File: src/rtl/pipe_stage_skid.sv
// Pipeline stage register with valid/ready handshake, 2-entry skid buffer and flush.
// Optional stall counter output enabled by defining PIPE_STALL_CNT_EN.
module pipe_stage_skid #(
    parameter int CTRL_W = 26,
    parameter int DATA_W = 99
`ifdef PIPE_STALL_CNT_EN
    ,
    parameter int STALL_CNT_W = 16
`endif
) (
    input  logic              clk,
    input  logic              rst,
    input  logic              in_valid,
    output logic              in_ready,
    input  logic [CTRL_W-1:0] in_ctrl,
    input  logic [DATA_W-1:0] in_data,
    input  logic              flush,
    output logic              out_valid,
    input  logic              out_ready,
    output logic [CTRL_W-1:0] out_ctrl,
    output logic [DATA_W-1:0] out_data
`ifdef PIPE_STALL_CNT_EN
    ,
    output logic [STALL_CNT_W-1:0] stall_cnt
`endif
);

    typedef enum logic [1:0] {EMPTY, ONE, TWO} state_t;

    state_t            state;
    state_t            state_nx;
    logic [CTRL_W-1:0] m_ctrl;
    logic [DATA_W-1:0] m_data;
    logic [CTRL_W-1:0] s_ctrl;
    logic [DATA_W-1:0] s_data;
    logic              accept;
    logic              drain;
    logic              load_m_in;
    logic              load_m_s;
    logic              load_s_in;
    logic              clr_m;

    assign out_valid = (state != EMPTY);
    assign out_ctrl  = m_ctrl;
    assign out_data  = m_data;
    assign accept    = in_valid & in_ready;
    assign drain     = out_valid & out_ready;

    always_comb begin
        state_nx  = state;
        load_m_in = 1'b0;
        load_m_s  = 1'b0;
        load_s_in = 1'b0;
        clr_m     = 1'b0;
        case (state)
            EMPTY: begin
                if (accept) begin
                    state_nx  = ONE;
                    load_m_in = 1'b1;
                end
            end
            ONE: begin
                if (accept && drain) begin
                    load_m_in = 1'b1;
                end else if (accept) begin
                    state_nx  = TWO;
                    load_s_in = 1'b1;
                end else if (drain) begin
                    state_nx = EMPTY;
                    clr_m    = 1'b1;
                end
            end
            TWO: begin
                if (drain) begin
                    state_nx = ONE;
                    load_m_s = 1'b1;
                end
            end
            default: state_nx = EMPTY;
        endcase
        // Flush still completes the handshakes but stores nothing.
        if (flush) begin
            state_nx  = EMPTY;
            load_m_in = 1'b0;
            load_m_s  = 1'b0;
            load_s_in = 1'b0;
            clr_m     = 1'b0;
        end
    end

    always_ff @(posedge clk) begin
        if (rst) begin
            state    <= EMPTY;
            in_ready <= 1'b1;
        end else begin
            state    <= state_nx;
            in_ready <= (state_nx != TWO);
        end
    end

    always_ff @(posedge clk) begin
        if (rst) begin
            m_ctrl <= '0;
            m_data <= '0;
            s_ctrl <= '0;
            s_data <= '0;
        end else if (flush) begin
            m_ctrl <= '0;
            s_ctrl <= '0;
        end else begin
            if (load_m_in) begin
                m_ctrl <= in_ctrl;
                m_data <= in_data;
            end else if (load_m_s) begin
                m_ctrl <= s_ctrl;
                m_data <= s_data;
            end else if (clr_m) begin
                m_ctrl <= '0;
            end
            if (load_s_in) begin
                s_ctrl <= in_ctrl;
                s_data <= in_data;
            end
        end
    end

`ifdef PIPE_STALL_CNT_EN
    always_ff @(posedge clk) begin
        if (rst) begin
            stall_cnt <= '0;
        end else if (out_valid && !out_ready && (stall_cnt != '1)) begin
            stall_cnt <= stall_cnt + 1'b1;
        end
    end
`endif

endmodule

File: config.mk
export PLATFORM = sky130hd
export DESIGN_NAME = pipe_stage_skid
export DESIGN_NICKNAME = d
export VERILOG_FILES = /design/src/rtl/pipe_stage_skid.sv
export SDC_FILE = /design/constraint.sdc
export NUM_CORES = 1
export LEC_CHECK = 0
export CORE_MARGIN = 1
export CORE_UTILIZATION = 53
export CTS_CLUSTER_SIZE = 28
export DETAILED_ROUTE_END_ITERATION = 6
export PLACE_DENSITY = 0.83
export SYNTH_ARGS = -nofsm -noshare
export SYNTH_HDL_FRONTEND = slang
export SYNTH_SLANG_ARGS = --single-unit
File: constraint.sdc
create_clock -name clk -period 3.8 [get_ports clk]
set_input_delay 0.76 -clock clk [delete_from_list [all_inputs] [get_ports clk]]
set_output_delay 0.76 -clock clk [all_outputs]
set_load 0.03 [all_outputs]
After elaboration in Yosys (flattened, before gate mapping)
Index checks and enable logic that the tools add are counted.
- flip-flop bits (word level): 253
- bits in latches: 0
- memory bits (writable): 0
- memory bits (read-only): 0
- bits of input ports: 130
- output and inout port bits: 127
- word-level logic and storage cells: 46
- memories kept: 0
- add/subtract/negate cells: 0
- multipliers: 0
- divide/modulo/power cells: 0
- order comparisons: 0
- equality and inequality tests: 3
- shifts and indexed selects: 0
- multiplexer cells: 26
- bitwise gates (word level): 3
- reductions and logical operators: 8
- operators with widths (cell ; count):
    99-bit 2-to-1 mux ; 2
    26-bit 2-to-1 mux ; 3
    1-bit 2-to-1 mux ; 13
    2-bit 2-to-1 mux ; 6
    2-bit one-hot mux with 3 select lines ; 1
    2-bit AND reduction ; 2
    2-bit nonzero test ; 2
    3-bit nonzero test ; 1
    1-bit bitwise AND ; 2
    2-bit by 1-bit equality test with 1-bit output, second input constant ; 1
    2-bit equality test, second input constant ; 1
    2-bit zero test ; 1
    2-bit inequality test, second input constant ; 1
    1-bit one-hot mux with 2 select lines ; 1
    2-bit OR reduction ; 1
    1-bit logical AND ; 1
    1-bit inverter ; 1

Logic depth before layout (Yosys ltp)
- depth in word-level cells: 10
- gate-level depth with buffers: 8
- mapped depth without buffers: 4

Worst setup path before layout
No wires, ideal clock.
- path kind: input to register
- start: input port in_valid
- end: register m_ctrl[10], in the netlist out_ctrl[10]
- setup time: 79 ps
- arrival: 1919 ps
- data required time: 3721 ps
- slack: 1801 ps
- stages on the path: 7
- buffers on the path: 3
- cell sequence: and3b_1 a211o_1 buf_6 and3b_1 buf_6 buf_12 a211oi_2
- longest elaborated chain between the ends: 6
- elaborated cells on any way between the ends: 12
- classes of those cells: mux: 9; bitwise: 1; reduce/logical: 2
- ends and longest elaborated chain (element ; line ; source):
    from (decl) ; 13 ; input logic in_valid,
    1-bit bitwise AND * ; 46 ; assign accept = in_valid & in_ready;
    1-bit logical AND / 1-bit 2-to-1 mux (equally long branches) ; 63, 65 ;
    1-bit 2-to-1 mux ; 63 ; if (accept && drain) begin
    1-bit one-hot mux with 2 select lines / 1-bit 2-to-1 mux (equally long branches) ; 55 ; case (state)
    1-bit 2-to-1 mux ; 82 ; if (flush) begin
    3-bit nonzero test (no source line) / 26-bit 2-to-1 mux (equally long branches) ; -- ;
    to (signal assigned) ; 112 ; m_ctrl <= in_ctrl;
    to (signal assigned) ; 115 ; m_ctrl <= s_ctrl;
    to (decl) ; 32 ; logic [CTRL_W-1:0] m_ctrl;
Every way passes the cells marked *; elsewhere a longest branch is shown, timed or not.
A chain may end at the register's enable or synchronous reset.

Final worst setup path
- start: register state[0]
- end: output port out_valid
- longest elaborated chain between the ends: 1
- ends and longest elaborated chain (element ; line ; source):
    from (decl) ; 30 ; state_t state;
    from (signal assigned) ; 96 ; state <= state_nx;
    2-bit nonzero test ; 43 ; assign out_valid = (state != EMPTY);
    to (decl) ; 18 ; output logic out_valid,
No other way between the ends.

==> run summary <==
status: completed
syn nets: 1395
Arrival @ worst endpoint: 1910 ps
worst-path cell chain: or2_2 > clkdlybuf4s50_1
R2R Setup Slk: 1810 ps
crit start category: register
Die Width: 139 um
post-route minimum period: 2670 ps
First-pass DRT Iterations: 5
Post-Place Cells: 1660
Via density: 5.75
initial core utilization: 54.9%
synthesis-to-finish area growth: 35.5%
Post-Syn Area: 10000 sq um
Max FO, Critical Path: 10
Sum Neg Setup Slack: 0 ps
grt ovf: 0
detailed router's first-iteration violation count: 807
post-CTS sizing: 0
Num CTS Buffers: 26
antenna cells: 0
Pwr per Cell Area: 470 nW/um^2
CTS Hold Bufs: 0
Setup Fix Bufs, Post-CTS: 0
critical path capture point type: output pin
DRC Markers: 0
mean post-synth cell area: 7.91 sq um
leak pwr: 4.64 nW
gr usage total: 28.6%
Routed met2 length: 13600 um
kind of critical path: register to output pin
Max stage delay on crit path: 660 ps
unrepaired setup endpoints after global routing: no
WL met3: 2360 um
die area: 19400 sq um
skew final: 5.30 ps
final antenna-violating net count: 0
Slew Limit Fails: 0
via count: 9807
highest clock rate: 0.374 GHz
fin nets: 1589
initial antenna violation count: 0
synthesized instance count: 1265
highest-delay cell along the critical path: clkdlybuf4s50_1
die height: 139 um
GP Congestion: 0.786
Synth Register Bits: 253
first-pass GRT wire length: 46200 um
Tcrit/Tclk final: 70.3%
CTS sink count: 253
share of layout cells above drive strength 1: 6.23%
most frequent cells in the layout: 352 x nand2_1, 255 x clkdlybuf4s50_1, 253 x dfxtp_1, 224 x a21oi_1, 128 x nor2_1
largest net degree at the start of global routing: 125
final wirelength: 28600 um
Reg clk slew, reported paths: 60 ps
DR WL/cell: 16.8 um
PortBufs: 256
H-tree levels: 1
commonest non-fill, non-tap cell in the layout: nand2_1
clock insertion delay at the later pin of the skew report: 520 ps
maximum root-to-sink buffer count: 3
hpwl dp: 17200 um
Hold Path Class: register to register
VDD IR max: 0.385 mV
register area share after synthesis: 50.6%
root buffer cell: clkbuf_16
critical path required time: 3040 ps
Final setup viols: 0
core area: 18200 sq um
relative slew slack: 39.6%
post-synth cell types: 29
WHS: 450 ps
Top Layer Used: met4
DRT met1 WL: 11900 um
I/O pin total: 257
number of global-route vias before repair: 9129
row count: 49
Ys Warns: 0
Final Non-Filler Cells: 1706
maxcap violations: 0
Worst-Margin Slew: 906 ps
TritonCTS clock tree: done
Final Hold Fails: 0
-- layout make-up --
type                    count  area (sq um)
flip-flops and latches    253          5060
fillers                  1355          4650
multi-input cells         901          4470
repair buffers            275          2790
clock buffers              39           821
well taps                 229           287
clock inverters             7           110
inverters                   2          7.51
-- stage by stage --
step                setup WS [ps]  utilization (%)  cell area [sq um]  power (mW)
floorplan                    1800                -              10000        3.32
global placement              959             69.3              12600        3.72
detailed placement            884             69.3              12600        3.73
CTS                          1110             74.4              13600        6.40
global route                 1050             74.4              13600        6.60
finish                       1130             74.4              13600        6.37
-- registers in the layout, indices dropped and copies added, names as in the netlist --
register	count
out_data	99
s_data	99
out_ctrl	26
s_ctrl	26
state	2
in_ready	1
-- cell families after synthesis --
logic type | Yosys count | share of synthesized area, %
buffers and inverters | 111 | 4.95
AND/OR/NAND/NOR | 495 | 19.1
multiplexers | 2 | 0.200
AO/OA/AOI/OAI | 404 | 25.1
flip-flops | 253 | 50.6
-- worst max-delay path: cells and delay by family, from the launching register on --
kind	cells	cell delay, ps
AND/OR/NAND/NOR	1	190
flip-flops	1	560
buffers and inverters	1	660
-- routing by layer --
metal	GRT usage, %	up-vias
li1	-	4693
met1	38.1	4652
met2	46.9	410
met3	5.30	52
met4	8.77	0
met5	0	-
-- synth_stat cells (all sizes together) --
| library cell | number | area share (%) |
|---|---|---|
| nand2 | 354 | 13 |
| dfxtp | 253 | 51 |
| a21oi | 224 | 11 |
| nor2 | 130 | 4.9 |
| a211oi | 124 | 10 |
| clkbuf | 83 | 3.1 |
| o21ai | 27 | 1.4 |
| a22oi | 26 | 2.0 |
| buf | 26 | 1.8 |
| and3b | 2 | 0.18 |
| inv | 2 | 0.075 |
| mux2i | 2 | 0.20 |
| nor3 | 2 | 0.21 |
| or2 | 2 | 0.13 |
| a211o | 1 | 0.088 |
| a311oi | 1 | 0.088 |
| nand2b | 1 | 0.063 |
| nand4bb | 1 | 0.11 |
| nor2b | 1 | 0.063 |
| nor4bb | 1 | 0.10 |
| o22a | 1 | 0.088 |
| or3 | 1 | 0.063 |
-- final timing paths --
check | startpoint | endpoint | depth (start not counted)
hold / removal | s_data[97] | out_data[97] | 2
setup reg to reg | state[0] | out_data[49] | 5
hold reg to reg | s_data[97] | out_data[97] | 2
setup / recovery | state[0] | out_valid | 2
-- report_power, final --
| part | total [mW] | switching (mW) | internal [mW] |
|---|---|---|---|
| clock network | 2.69 | 1.01 | 1.68 |
| logic | 0.863 | 0.485 | 0.378 |
| registers | 2.82 | 0.0644 | 2.75 |
No activity file was read; power rests on OpenSTA's default activity.
